$ cat config.mk
export PLATFORM = sky130hd
export DESIGN_NAME = tft43_fill_ctrl
export DESIGN_NICKNAME = d
export VERILOG_FILES = /design/src/rtl/tft43_pkg.sv /design/src/rtl/tft43_init_rom.sv /design/src/rtl/tft43_fill_ctrl.sv
export SDC_FILE = /design/constraint.sdc
export NUM_CORES = 1
export LEC_CHECK = 0
export BUFFER_PORTS_ARGS = -buffer_cell sky130_fd_sc_hd__clkbuf_2
export CAP_MARGIN = 20
export CORE_ASPECT_RATIO = 1.2
export CORE_MARGIN = 2
export CORE_UTILIZATION = 40
export CTS_BUF_LIST = sky130_fd_sc_hd__clkbuf_4 sky130_fd_sc_hd__clkbuf_8 sky130_fd_sc_hd__clkbuf_16
export CTS_CLUSTER_SIZE = 10
export DETAILED_ROUTE_END_ITERATION = 10
export GPL_ROUTABILITY_DRIVEN = 0
export GPL_TIMING_DRIVEN = 0
export PLACE_DENSITY_LB_ADDON = 0.12
export SLEW_MARGIN = 25
export SYNTH_ARGS = -nofsm -noshare
export SYNTH_HDL_FRONTEND = slang
export SYNTH_SLANG_ARGS = --single-unit
$ cat constraint.sdc
create_clock -name clk -period 6.7 [get_ports clk]
set_input_delay 1.005 -clock clk [delete_from_list [all_inputs] [get_ports clk]]
set_output_delay 1.005 -clock clk [all_outputs]
set_load 0.03 [all_outputs]
$ cat src/rtl/tft43_pkg.sv
// ============================================================================
// tft43_pkg : shared encodings, command codes and state type for the TFT43
//             fill sequencer.                               Rev 1.0
// ============================================================================
`default_nettype none

package tft43_pkg;

    localparam logic [1:0] TRIG_RESET    = 2'b00;
    localparam logic [1:0] TRIG_CMD      = 2'b01;
    localparam logic [1:0] TRIG_DATA     = 2'b10;
    localparam logic [1:0] TRIG_CMD_DATA = 2'b11;

    localparam logic [15:0] CMD_CASET = 16'h002A;
    localparam logic [15:0] CMD_PASET = 16'h002B;
    localparam logic [15:0] CMD_RAMWR = 16'h002C;

    localparam int INIT_LEN_DEF = 8;

    typedef enum logic [2:0] {
        ST_IDLE   = 3'd0,
        ST_LCDRST = 3'd1,
        ST_INIT   = 3'd2,
        ST_CASET  = 3'd3,
        ST_PASET  = 3'd4,
        ST_RAMWR  = 3'd5,
        ST_FILL   = 3'd6
    } state_t;

endpackage

`default_nettype wire

$ cat src/rtl/tft43_init_rom.sv
// ============================================================================
// tft43_init_rom : combinational panel init table, index -> {cmd, data}.
//                                                            Rev 1.0
// ============================================================================
`default_nettype none

module tft43_init_rom
    import tft43_pkg::*;
#(
    parameter int INIT_LEN = INIT_LEN_DEF
)(
    input  logic [7:0]  idx,
    output logic [15:0] cmd,
    output logic [15:0] data
);

    always_comb begin
        cmd  = 16'h0000;
        data = 16'h0000;
        if (int'(idx) < INIT_LEN) begin
            case (idx)
                8'd0:    begin cmd = 16'h0011; data = 16'h0000; end
                8'd1:    begin cmd = 16'h0036; data = 16'h0048; end
                8'd2:    begin cmd = 16'h003A; data = 16'h0055; end
                8'd3:    begin cmd = 16'h00B1; data = 16'h0010; end
                8'd4:    begin cmd = 16'h00B6; data = 16'h000A; end
                8'd5:    begin cmd = 16'h00C0; data = 16'h0021; end
                8'd6:    begin cmd = 16'h0013; data = 16'h0000; end
                8'd7:    begin cmd = 16'h0029; data = 16'h0000; end
                default: ;
            endcase
        end
    end

endmodule

`default_nettype wire

$ cat src/rtl/tft43_fill_ctrl.sv
// ============================================================================
// tft43_fill_ctrl : LCD reset, init playback, window set-up and solid fill
//                   sequencer. Optional watchdog: TFT43_DONE_WDOG_EN. Rev 1.0
// ============================================================================
`default_nettype none

module tft43_fill_ctrl
    import tft43_pkg::*;
#(
    parameter int H_RES    = 480,
    parameter int V_RES    = 272,
    parameter int INIT_LEN = INIT_LEN_DEF
`ifdef TFT43_DONE_WDOG_EN
    ,
    parameter int TIMEOUT_CYC = 4096
`endif
)(
    input  logic        clk,
    input  logic        rst_n,
    input  logic        start,
    input  logic [15:0] fill_color,
    output logic        busy,
    output logic        frame_done,
    output logic        err,
    output logic        tim_en,
    output logic [1:0]  tim_trigger,
    output logic [15:0] tim_data1,
    output logic [15:0] tim_data2,
    input  logic        tim_done
);

    localparam logic [16:0] PIX_LAST  = 17'(H_RES * V_RES - 1);
    localparam logic [7:0]  INIT_LAST = 8'(INIT_LEN - 1);

    state_t      state, state_nxt;
    logic [7:0]  step, step_nxt;
    logic [16:0] pix, pix_nxt;
    logic [15:0] color, color_nxt;
    logic        gap, gap_nxt;
    logic        inited, inited_nxt;
    logic        frame_done_nxt;
    logic        op_done;
    logic        abort;
    logic [15:0] rom_cmd, rom_data;
    logic [15:0] win_last;

    assign op_done  = tim_en & tim_done;
    assign busy     = (state != ST_IDLE);
    assign tim_en   = busy & ~gap;
    assign win_last = (state == ST_CASET) ? 16'(H_RES - 1) : 16'(V_RES - 1);

    tft43_init_rom #(
        .INIT_LEN (INIT_LEN)
    ) u_rom (
        .idx  (step),
        .cmd  (rom_cmd),
        .data (rom_data)
    );

`ifdef TFT43_DONE_WDOG_EN
    localparam logic [12:0] WDOG_LAST = 13'(TIMEOUT_CYC - 1);
    logic [12:0] wdog;

    assign abort = tim_en & ~tim_done & (wdog == WDOG_LAST);

    always_ff @(posedge clk or negedge rst_n) begin
        if (!rst_n) begin
            wdog <= 13'd0;
            err  <= 1'b0;
        end else begin
            wdog <= (tim_en && !tim_done) ? wdog + 13'd1 : 13'd0;
            if (abort)
                err <= 1'b1;
        end
    end
`else
    assign abort = 1'b0;
    assign err   = 1'b0;
`endif

    always_ff @(posedge clk or negedge rst_n) begin
        if (!rst_n) begin
            state      <= ST_IDLE;
            step       <= 8'd0;
            pix        <= 17'd0;
            color      <= 16'h0000;
            gap        <= 1'b0;
            inited     <= 1'b0;
            frame_done <= 1'b0;
        end else begin
            state      <= state_nxt;
            step       <= step_nxt;
            pix        <= pix_nxt;
            color      <= color_nxt;
            gap        <= gap_nxt;
            inited     <= inited_nxt;
            frame_done <= frame_done_nxt;
        end
    end

    // Every accepted done inserts one idle gap cycle before the next op.
    always_comb begin
        state_nxt      = state;
        step_nxt       = step;
        pix_nxt        = pix;
        color_nxt      = color;
        gap_nxt        = 1'b0;
        inited_nxt     = inited;
        frame_done_nxt = 1'b0;
        if (state == ST_IDLE) begin
            if (start) begin
                color_nxt = fill_color;
                step_nxt  = 8'd0;
                pix_nxt   = 17'd0;
                state_nxt = inited ? ST_CASET : ST_LCDRST;
            end
        end else if (op_done) begin
            gap_nxt  = 1'b1;
            step_nxt = step + 8'd1;
            case (state)
                ST_LCDRST: begin
                    inited_nxt = 1'b1;
                    step_nxt   = 8'd0;
                    state_nxt  = ST_INIT;
                end
                ST_INIT: if (step == INIT_LAST) begin
                    step_nxt  = 8'd0;
                    state_nxt = ST_CASET;
                end
                ST_CASET: if (step == 8'd3) begin
                    step_nxt  = 8'd0;
                    state_nxt = ST_PASET;
                end
                ST_PASET: if (step == 8'd3) begin
                    step_nxt  = 8'd0;
                    state_nxt = ST_RAMWR;
                end
                ST_RAMWR: begin
                    step_nxt  = 8'd0;
                    state_nxt = ST_FILL;
                end
                ST_FILL: begin
                    step_nxt = 8'd0;
                    pix_nxt  = pix + 17'd1;
                    if (pix == PIX_LAST) begin
                        pix_nxt        = 17'd0;
                        gap_nxt        = 1'b0;
                        frame_done_nxt = 1'b1;
                        state_nxt      = ST_IDLE;
                    end
                end
                default: state_nxt = ST_IDLE;
            endcase
        end else if (abort) begin
            state_nxt  = ST_IDLE;
            step_nxt   = 8'd0;
            pix_nxt    = 17'd0;
            inited_nxt = 1'b0;
        end
    end

    always_comb begin
        tim_trigger = TRIG_RESET;
        tim_data1   = 16'h0000;
        tim_data2   = 16'h0000;
        case (state)
            ST_INIT: begin
                tim_trigger = TRIG_CMD_DATA;
                tim_data1   = rom_cmd;
                tim_data2   = rom_data;
            end
            ST_CASET, ST_PASET: begin
                case (step[1:0])
                    2'd0: begin
                        tim_trigger = TRIG_CMD_DATA;
                        tim_data1   = (state == ST_CASET) ? CMD_CASET : CMD_PASET;
                    end
                    2'd1: tim_trigger = TRIG_DATA;
                    2'd2: begin
                        tim_trigger = TRIG_DATA;
                        tim_data1   = {8'h00, win_last[15:8]};
                    end
                    default: begin
                        tim_trigger = TRIG_DATA;
                        tim_data1   = {8'h00, win_last[7:0]};
                    end
                endcase
            end
            ST_RAMWR: begin
                tim_trigger = TRIG_CMD;
                tim_data1   = CMD_RAMWR;
            end
            ST_FILL: begin
                tim_trigger = TRIG_DATA;
                tim_data1   = color;
            end
            default: ;
        endcase
    end

endmodule

`default_nettype wire

==> results.tsv <==
metric	value	unit
vdd_drop_max	0.248	mV
pre_cts_slack	3.25	ns
critPathKind	flop to output port	
fin_skew	0.00913	ns
required	5.69	ns
timing.hold.ws	0.471	ns
grt_usage	18.8	%
num_vias	2876	
power.density	444	nW/µm²
syn-instance-count	386	
crit_cells	6	
ys_types	53	
ios	58	
ys_ff_latch	47	
cts_sinks	47	
hp-class	flop to flop	
core_area	7270	µm²
synth-async-reset-ratio	100	%
dp.cells	532	
cp_slowest_cell	or4_2	
setup_slack	2.91	ns
critical_path_arrival	2.79	ns
route.detailed.drc	0	
initial_core_util	41.5	%
yosysTopAreaCell	dfrtp_1	
syn_area	3020	µm²
die_w	83.3	µm
period_share	56.6	%
finalHoldViolCount	0	
io_buffers	47	
period_needed	3.79	ns
rr_endpoint	state[1]$_DFFE_PN0P_	
path_cells	or4_1, buf_2, or4_2, buf_2, o21ai_0, clkbuf_2	
cts_made_buffers	5	
ys_top_cells_by_area	dfrtp_1 39%, nand2_1 11%, o21ai_0 4.1%, nor2_1 3.9%, a21oi_1 3.5%	
crit_family	simple AND/OR/NAND/NOR gates	
drv_cap	0	
insertion_delay	0.31	ns
hpwl	5.63	mm
r2r_cells	6	
rsz0062_at_grt	no	
grt_antenna_before_repair	0	
die_area	8250	µm²
post_cts_buffers	0	
cpPeakStageDelay	0.67	ns
status	finished clean	
avgSynthCellArea	7.81	µm²
drtPass1Iterations	4	
antenna_cells	0	
relSlewSlack	41.6	%
cts_root_buf	clkbuf_8	
rrSetupSlack	3.92	ns
yosysTopAreaCellShare	39.0	%
fp.dieH	99.1	µm
path_buf_inv	3	
cts_max_level	2	
tightest_slew	0.852	ns
drt-total-wl	7.54	mm
avgRoutedWirePerCell	14.0	µm
ctsHoldBuffers	0	
rows	34	
power.leakage	1.70	nW
grt_pass1_vias	2814	
drive_gt1_share	18.0	%
finalSetupTns	0	ns
path_clk_slew	0.09	ns
grt_max_degree	48	
ys_dominant_reg_cell	dfrtp_1	
area_growth	17.4	%
cpMostUsedCell	buf_2	
grt_overflow_total	0	
via_per_inst	5.33	
endpoint	tim_data1[5]	
cts_tree	yes	
detail-route-antenna-nets	0	
grt_pass1_wl	12.9	mm
critPathLaunchType	flop	
r2r_start	state[2]$_DFFE_PN0P_	
slew_viol_final	0	
yosys_warnings	0	
endpoint_kind	output port	
post_cts_resized	0	
finalNetCount	475	
cp-startpoint	step[5]$_DFFE_PN0P_	
path_max_fanout	10	
p_total	1.57	mW
clock.fmax	264	MHz
stdcell_count	540	
initialDrtViolationCount	107	
synth_edf_count	0	
clock_path_buffers	2	
ys_seq_area_share	39.0	%
final-setup-viol-count	0	
-- kinds of logic after synthesis --
group	count (synthesis)	share of synthesized area, %
flip-flops	47	39.0
XOR/XNOR	7	2.03
AO/OA/AOI/OAI	76	15.4
multiplexers	7	2.45
adder cells (fa/ha/maj)	6	2.49
AND/OR/NAND/NOR	200	31.8
buffers and inverters	42	6.68
other	1	0.124
-- sequential cells by signal (all words and copies together), names as in the netlist --
| name | cells |
|---|---|
| state | 3 |
| step | 8 |
| pix | 17 |
| gap | 1 |
| color | 16 |
| frame_done | 1 |
| inited | 1 |
-- worst min-delay path by stage --
stage | start | to | slack, ns | cells after the start
finish | color[15]$_DFFE_PN0P_ | color[15]$_DFFE_PN0P_ | 0.47 | 2
floorplan | color[10]$_DFFE_PN0P_ | color[10]$_DFFE_PN0P_ | 0.44 | 2
detailed placement | inited$_DFFE_PN0P_ | inited$_DFFE_PN0P_ | 0.45 | 1
global route | inited$_DFFE_PN0P_ | inited$_DFFE_PN0P_ | 0.51 | 1
CTS | color[15]$_DFFE_PN0P_ | color[15]$_DFFE_PN0P_ | 0.48 | 2
global placement | inited$_DFFE_PN0P_ | inited$_DFFE_PN0P_ | 0.45 | 1
-- area by class of cell --
cell class,instances,area [µm²]
Sequential cell,47,1180
Buffer,30,156
Fill cell,749,3730
Timing Repair Buffer,47,238
Clock buffer,6,76.3
Inverter,12,45.0
Multi-Input combinational cell,306,1680
Tap cell,90,113
Clock inverter,2,60.1
-- layer usage --
| metal | track usage, % | wire (µm) | vias to the layer above |
|---|---|---|---|
| met5 | 0 | 0 | - |
| li1 | - | - | 1450 |
| met2 | 33.3 | 3720 | 40 |
| met4 | 5.17 | 97 | 0 |
| met3 | 2.66 | 187 | 11 |
| met1 | 24.2 | 3540 | 1375 |
-- worst min-delay path, cell delays in order (launching register included) --
cell	delay (ns)
dfrtp_1	0.34
nand2_1	0.05
nand2_1	0.05
-- where the power goes --
group | internal [mW] | switching, mW | leakage (nW)
clock network | 0.153 | 0.0984 | 0.0688
logic | 0.290 | 0.595 | 1.04
registers | 0.369 | 0.0680 | 0.600
-- synth_stat cells, types with 2 or more instances --
library cell	count
mux2_2	3
or4_1	2
and2_1	3
dfrtp_1	47
nand3_1	15
o22ai_1	3
buf_2	5
buf_4	10
mux2i_1	4
nor4_1	11
nor2_1	31
a211oi_1	2
o21a_1	3
clkbuf_1	14
ha_1	6
nand2_1	87
a31oi_1	4
a21oi_1	21
nand4_1	5
nor2b_1	6
nor3_1	9
a21o_1	2
inv_1	11
xnor2_1	7
a22oi_1	5
o21ai_0	25
nand2b_1	6
and3_1	14
-- per-stage QoR --
step / area, µm² / utilization, %
final: 3540 / 48.7
after global routing: 3540 / 48.7
after CTS: 3540 / 48.6
after detailed placement: 3400 / 46.7
after global placement: 3400 / 46.7
after floorplan: 3050 / -
-- layout by cell type, fill, tap and decap left out, types with 2 or more instances in the layout --
cell type	synthesis	final
clkbuf_8	0	5
nand4_1	5	5
clkbuf_4	0	2
dfrtp_1	47	47
nand3_1	15	15
conb_1	1	10
bufinv_16	0	2
xnor2_1	7	7
o21ai_0	25	25
nand2b_1	6	6
and2_1	3	3
o21a_1	3	3
buf_4	10	10
or4_1	2	2
a22oi_1	5	5
o22ai_1	3	3
nand2_1	87	87
mux2_2	3	3
ha_1	6	6
a21o_1	2	2
nor2_1	31	31
clkbuf_2	0	46
a31oi_1	4	4
inv_1	11	11
buf_2	5	5
nor4_1	11	11
nor2b_1	6	6
mux2i_1	4	4
nor3_1	9	9
clkbuf_1	14	14
and3_1	14	14
a21oi_1	21	21
Power figures use the tool's default switching activity.
